File: src/rtl/gelato_fetch_scheduler.sv
`timescale 1ns/1ps
`default_nettype none
// ============================================================================
// Module   : gelato_fetch_scheduler
// Purpose  : Fetch-stage warp scheduler sitting behind the split table.
//            Picks one eligible warp (valid and not already in flight) per
//            issue in round-robin order and presents it as a registered
//            valid/ready request to the I-cache. Each warp may have at most
//            one fetch outstanding; decode releases it once the split table
//            holds the next PC.
// Ports    : clk, rst_n           - clock, async active-low reset
//            rdy                  - global enable, 0 freezes all state
//            warp_valid/pc/split_num - per-warp split-table entries (packed)
//            fetch_valid/ready    - I-cache request handshake
//            fetch_warp_id/pc/split_num - request payload
//            release_valid/warp_id - decode retires a warp's in-flight fetch
//            flush                - drop pending request, clear in-flight bits
//            inflight             - per-warp outstanding-fetch bitmap
//            err_release          - sticky: release of a non-in-flight warp
// Revision : 1.0 - initial release
// ============================================================================
module gelato_fetch_scheduler #(
    parameter int WARP_NUM        = 4,
    parameter int PC_WIDTH        = 32,
    parameter int SPLIT_NUM_WIDTH = 4
) (
    input  logic                                clk,
    input  logic                                rst_n,
    input  logic                                rdy,
    input  logic [WARP_NUM-1:0]                 warp_valid,
    input  logic [WARP_NUM*PC_WIDTH-1:0]        warp_pc,
    input  logic [WARP_NUM*SPLIT_NUM_WIDTH-1:0] warp_split_num,
    output logic                                fetch_valid,
    input  logic                                fetch_ready,
    output logic [$clog2(WARP_NUM)-1:0]         fetch_warp_id,
    output logic [PC_WIDTH-1:0]                 fetch_pc,
    output logic [SPLIT_NUM_WIDTH-1:0]          fetch_split_num,
    input  logic                                release_valid,
    input  logic [$clog2(WARP_NUM)-1:0]         release_warp_id,
    input  logic                                flush,
    output logic [WARP_NUM-1:0]                 inflight,
    output logic                                err_release
);

    localparam int ID_W = $clog2(WARP_NUM);

    typedef enum logic [0:0] {
        ST_IDLE = 1'b0,
        ST_REQ  = 1'b1
    } state_t;

    state_t                       state_q,     state_d;
    logic [ID_W-1:0]              warp_id_q,   warp_id_d;
    logic [PC_WIDTH-1:0]          pc_q,        pc_d;
    logic [SPLIT_NUM_WIDTH-1:0]   split_num_q, split_num_d;
    logic [WARP_NUM-1:0]          inflight_q,  inflight_d;
    logic                         err_q,       err_d;
    logic [ID_W-1:0]              rr_q,        rr_d;

    logic [WARP_NUM-1:0]          eligible;
    logic                         grant_found;
    logic [ID_W-1:0]              grant_id;
    logic [ID_W-1:0]              cand;

    // Eligibility uses the registered in-flight bits, so a release can never
    // enable a grant in its own cycle.
    assign eligible = warp_valid & ~inflight_q;

    // Round-robin search: first eligible warp at rr_q, rr_q+1, ... The ID_W
    // wide addition wraps naturally because WARP_NUM is a power of two.
    always_comb begin
        grant_found = 1'b0;
        grant_id    = '0;
        cand        = '0;
        for (int k = 0; k < WARP_NUM; k++) begin
            cand = rr_q + ID_W'(k);
            if (!grant_found && eligible[cand]) begin
                grant_found = 1'b1;
                grant_id    = cand;
            end
        end
    end

    always_comb begin
        state_d     = state_q;
        warp_id_d   = warp_id_q;
        pc_d        = pc_q;
        split_num_d = split_num_q;
        inflight_d  = inflight_q;
        err_d       = err_q;
        rr_d        = rr_q;

        if (rdy) begin
            if (flush) begin
                // Flush wins over grant, accept and release; rr_q is kept.
                state_d    = ST_IDLE;
                inflight_d = '0;
            end else begin
                if (release_valid) begin
                    if (inflight_q[release_warp_id]) begin
                        inflight_d[release_warp_id] = 1'b0;
                    end else begin
                        err_d = 1'b1;
                    end
                end

                // A new grant is taken from IDLE, or on the accept edge of the
                // current request to sustain one request per cycle. The granted
                // warp is never in flight, so it cannot collide with a release.
                if ((state_q == ST_IDLE) || fetch_ready) begin
                    if (grant_found) begin
                        state_d                = ST_REQ;
                        warp_id_d              = grant_id;
                        pc_d                   = warp_pc[grant_id*PC_WIDTH +: PC_WIDTH];
                        split_num_d            = warp_split_num[grant_id*SPLIT_NUM_WIDTH +: SPLIT_NUM_WIDTH];
                        inflight_d[grant_id]   = 1'b1;
                        rr_d                   = grant_id + ID_W'(1);
                    end else begin
                        state_d = ST_IDLE;
                    end
                end
            end
        end
    end

    always_ff @(posedge clk or negedge rst_n) begin
        if (!rst_n) begin
            state_q     <= ST_IDLE;
            warp_id_q   <= '0;
            pc_q        <= '0;
            split_num_q <= '0;
            inflight_q  <= '0;
            err_q       <= 1'b0;
            rr_q        <= '0;
        end else begin
            state_q     <= state_d;
            warp_id_q   <= warp_id_d;
            pc_q        <= pc_d;
            split_num_q <= split_num_d;
            inflight_q  <= inflight_d;
            err_q       <= err_d;
            rr_q        <= rr_d;
        end
    end

    assign fetch_valid     = (state_q == ST_REQ);
    assign fetch_warp_id   = warp_id_q;
    assign fetch_pc        = pc_q;
    assign fetch_split_num = split_num_q;
    assign inflight        = inflight_q;
    assign err_release     = err_q;

endmodule
`default_nettype wire
File: config.mk
export PLATFORM = sky130hd
export DESIGN_NAME = gelato_fetch_scheduler
export DESIGN_NICKNAME = d
export VERILOG_FILES = /design/src/rtl/gelato_fetch_scheduler.sv
export SDC_FILE = /design/constraint.sdc
export NUM_CORES = 1
export LEC_CHECK = 0
export ABC_AREA = 1
export CELL_PAD_IN_SITES_DETAIL_PLACEMENT = 0
export CELL_PAD_IN_SITES_GLOBAL_PLACEMENT = 1
export CORE_AREA = 5 5 134 136
export DETAILED_ROUTE_END_ITERATION = 10
export DIE_AREA = 0 0 139 141
export PLACE_DENSITY_LB_ADDON = 0.1
export SYNTH_ARGS = -nofsm -noshare
export SYNTH_HDL_FRONTEND = slang
export SYNTH_SLANG_ARGS = --single-unit
File: constraint.sdc
create_clock -name clk -period 1.8 [get_ports clk]
set_input_delay 0.18 -clock clk [delete_from_list [all_inputs] [get_ports clk]]
set_output_delay 0.18 -clock clk [all_outputs]
set_load 0.05 [all_outputs]
==> results.sh <==
export IMPL_combPwrFrac=0.822
export IMPL_worst_ep_arrival_time_ns=2.30
export IMPL_crit_path_max_incr_delay_ns=0.49
export IMPL_mappedNetlistArea_um2=3570
export IMPL_setup_tns_ns=-9.64
export IMPL_yosysMostFrequentCell="nand2_1"
export IMPL_slew_headroom=0.640
export IMPL_crit_path_frequent_cell="nand2_1"
export IMPL_first_pass_grt_wire_length_mm=26.6
export IMPL_hold_viol_final=0
export IMPL_cts_root_buffer="clkbuf_16"
export IMPL_outcome="complete, but fails checks"
export IMPL_switching_power_mw=8.60
export IMPL_timing_critical_path_to_type="register"
export IMPL_dr_total_vias=4863
export IMPL_ys_async_sr_fraction=1.00
export IMPL_avgViaCountPerCell=4.53
export IMPL_syn_num_nets=777
export IMPL_buffer_ports_inserted=199
export IMPL_detail_route_antenna_nets=0
export IMPL_cts_htree_levels=2
export IMPL_drt_first_iter_violations=233
export IMPL_p_int_mw=7.66
export IMPL_worst_path_max_fanout=8
export IMPL_rsz_0062_raised_after_global_routing="true"
export IMPL_most_numerous_cell_types_in_the_synthesized_netlist="nand2_1 (400), nand3_1 (89), dfrtp_1 (46), buf_2 (20)"
export IMPL_layout_filler_cells=1753
export IMPL_cellLeakagePower_nw=3.49
export IMPL_worst_clock_skew_ns=0.00472
export IMPL_power_density_nw_per_um2=2350
export IMPL_antenna_cells_inserted=0
export IMPL_synthDominantAreaCellType="nand2_1"
export IMPL_smallest_setup_slack_after_layout_ns=-0.262
export IMPL_syn_inst=621
export IMPL_half_perimeter_wire_length_of_the_detailed_placement_result_mm=11.6
export IMPL_clock_power_share=0.067
export IMPL_seq_area_frac_synth=0.322
export IMPL_startpoint_class_of_the_critical_path="register"
export IMPL_worstMarginPinSlew_ns=0.538
export IMPL_fp_dieArea_um2=19600
export IMPL_cts_buffers_inserted=5
export IMPL_cts_tree="yes"
export IMPL_detail_route_wl_per_cell_um=17.7
export IMPL_globalplace_congestion=0.805
export IMPL_final_nets=1003
export IMPL_post_place_ws_ns=-0.343
export IMPL_core_area_um2=16800
export IMPL_crit_path_cell_trace="buf_4 -> nand3_2 -> nand3_1 -> nand2_1 -> nand4_1 -> nand2_4 -> buf_12 -> clkbuf_16 -> nand3_1 -> nand2_1 -> nand2_1 -> nand2_1 -> nand2_1 -> nand2_1"
export IMPL_area_growth_syn_to_layout_pct=93.6
export IMPL_synth_edf_count=0
export IMPL_cap_violations=0
export IMPL_final_setup_viol_count=45
export IMPL_period_share=1.15
export IMPL_synth_seq_cells=46
export IMPL_peakVddDrop_mv=1.24
export IMPL_grt_pass1_vias=4827
export IMPL_number_of_antenna_violations_at_the_first_check_in_global_routing=0
export IMPL_seqPwrFrac=0.111
export IMPL_slew_viol_final=0
export IMPL_synthesis_yosys_warnings=0
export IMPL_fp_dieH_um=141
export IMPL_worst_skew_pair_late_latency_ns=0.30
export IMPL_track_usage=0.173
export IMPL_clockBufferDepth=2
export IMPL_power_switching_fraction=0.529
export IMPL_grt_max_degree=49
export IMPL_final_min_clock_period_ns=2.06
export IMPL_worstSetupPathType="reg -> reg"
export IMPL_max_freq_mhz=485
export IMPL_syn_avg_cell_area_um2=5.76
export IMPL_hold_path_class="in -> async"
export IMPL_post_synth_num_cell_types=25
export IMPL_top_level_ports=200
export IMPL_drc=0
export IMPL_worst_endpoint_required_ns=2.04
export IMPL_die_width_um=139
export IMPL_initial_core_util=0.213
export IMPL_netlist_top_cells_area="nand2_1 (42%), dfrtp_1 (32%), nand3_1 (12%)"
export IMPL_row_count=48
export IMPL_final_layout_size_suffix_gt1_frac=0.151
export IMPL_cts_sink_count=46
export IMPL_finalWirelength_mm=19.0
export IMPL_synth_top_cell_area_share=0.420
export IMPL_globalRouteOverflowTotal=0
export IMPL_drt_pre_antenna_iters=4
export IMPL_violations="negative setup slack"
export IMPL_timing_critical_path_slowest_stage_cell="dfrtp_2"
export IMPL_ys_flop_type="dfrtp_1"
export IMPL_path_clk_slew_ns=0.07
-- what timing repair did --
action | 4_1_cts | 5_1_grt
pin swaps | 9 | 13
endpoints found under the setup margin | 45 | 46
cloned | 8 | 13
hold buffers | 1 | 0
gates resized for setup | 40 | 31
hold endpoints to repair | 46 | 0
buffers inserted | 5 | 3
-- flip-flops by register name, summed over array words and instances, names as in the netlist --
register / cells
fetch_split_num: 4
fetch_valid: 1
err_release: 1
inflight: 4
rr_q: 2
fetch_warp_id: 2
fetch_pc: 32
-- worst paths after layout --
check                                to  cells past startpoint         start  slack [ns]
max reg2reg                fetch_pc[17]                     14       rr_q[0]       -0.26
min in group clk           fetch_pc[22]                      2  fetch_pc[22]        0.47
max                        fetch_pc[17]                     14       rr_q[0]       -0.26
min reg2reg                fetch_pc[22]                      2  fetch_pc[22]        0.47
max in group asynchronous   inflight[3]                      3         rst_n        1.15
min                         fetch_pc[7]                      3         rst_n        0.38
-- placed cells by master (no fill, tap or decap), drive strengths merged --
master and n:
nand3 91, clkinv 3, a21oi 3, clkdlybuf4s50 185, buf 61, bufinv 1, dfrtp 46, a31oi 4
a221oi 1, clkinvlp 1, o21ai 5, nand4 1, nor3 1, nor2 12, a41o 1, o21a 1
nand2 403, dlygate4sd3 1, inv 9, dlymetal6s2s 1, o31ai 1, clkbuf 16
-- routing by layer --
metal | track usage | vias to the layer above | share of wire
met1 | 0.210 | 2279 | 0.43
li1 | - | 2402 | -
met2 | 0.305 | 152 | 0.50
met3 | 0.0455 | 30 | 0.054
met5 | 0 | - | 0
met4 | 0.0433 | 0 | 0.024
-- final cells by class --
cell class | count | area [um2] | share of cell area
Inverter | 12 | 60.1 | 0.00868
Clock inverter | 2 | 37.5 | 0.00542
Clock buffer | 6 | 129 | 0.0186
Tap cell | 225 | 282 | 0.0407
Multi-Input combinational cell | 524 | 2320 | 0.335
Timing Repair Buffer | 258 | 2940 | 0.424
Sequential cell | 46 | 1160 | 0.167
-- logic make-up after synthesis --
kind of cell	after synthesis	share of synthesized area
flops	46	0.322
compound gates	16	0.0287
buf+inv	51	0.0760
simple gates	508	0.573
-- power groups by stage --
stage	registers [mW]	clock network [mW]	logic [mW]
floorplan	3.13	0	5.53
global placement	1.81	0	9.90
detailed placement	1.81	0	9.96
CTS	1.80	1.12	11.6
global route	1.86	1.15	14.5
finish	1.80	1.09	13.4
-- metrics by stage --
stage                     area (um2)  instances  hold WS (ns)  total power, mW   util
after global placement          5950       1035         0.183             11.7  0.354
after detailed placement        5950       1035         0.183             11.8  0.354
after global routing            6920       1073         0.437             17.5  0.412
final                           6920       1073         0.382             16.3  0.412
after floorplan                 3630        621        -0.116             8.65      -
after CTS                       6490       1057         0.396             14.5  0.386
-- worst max-delay path, delay by kind of cell (launching register included) --
kind                   cells  cell delay (ns)
and+or+nand+nor           11             0.97
buffers and inverters      3             0.51
DFF                        1             0.49
No activity file was read; power rests on OpenSTA's default activity.
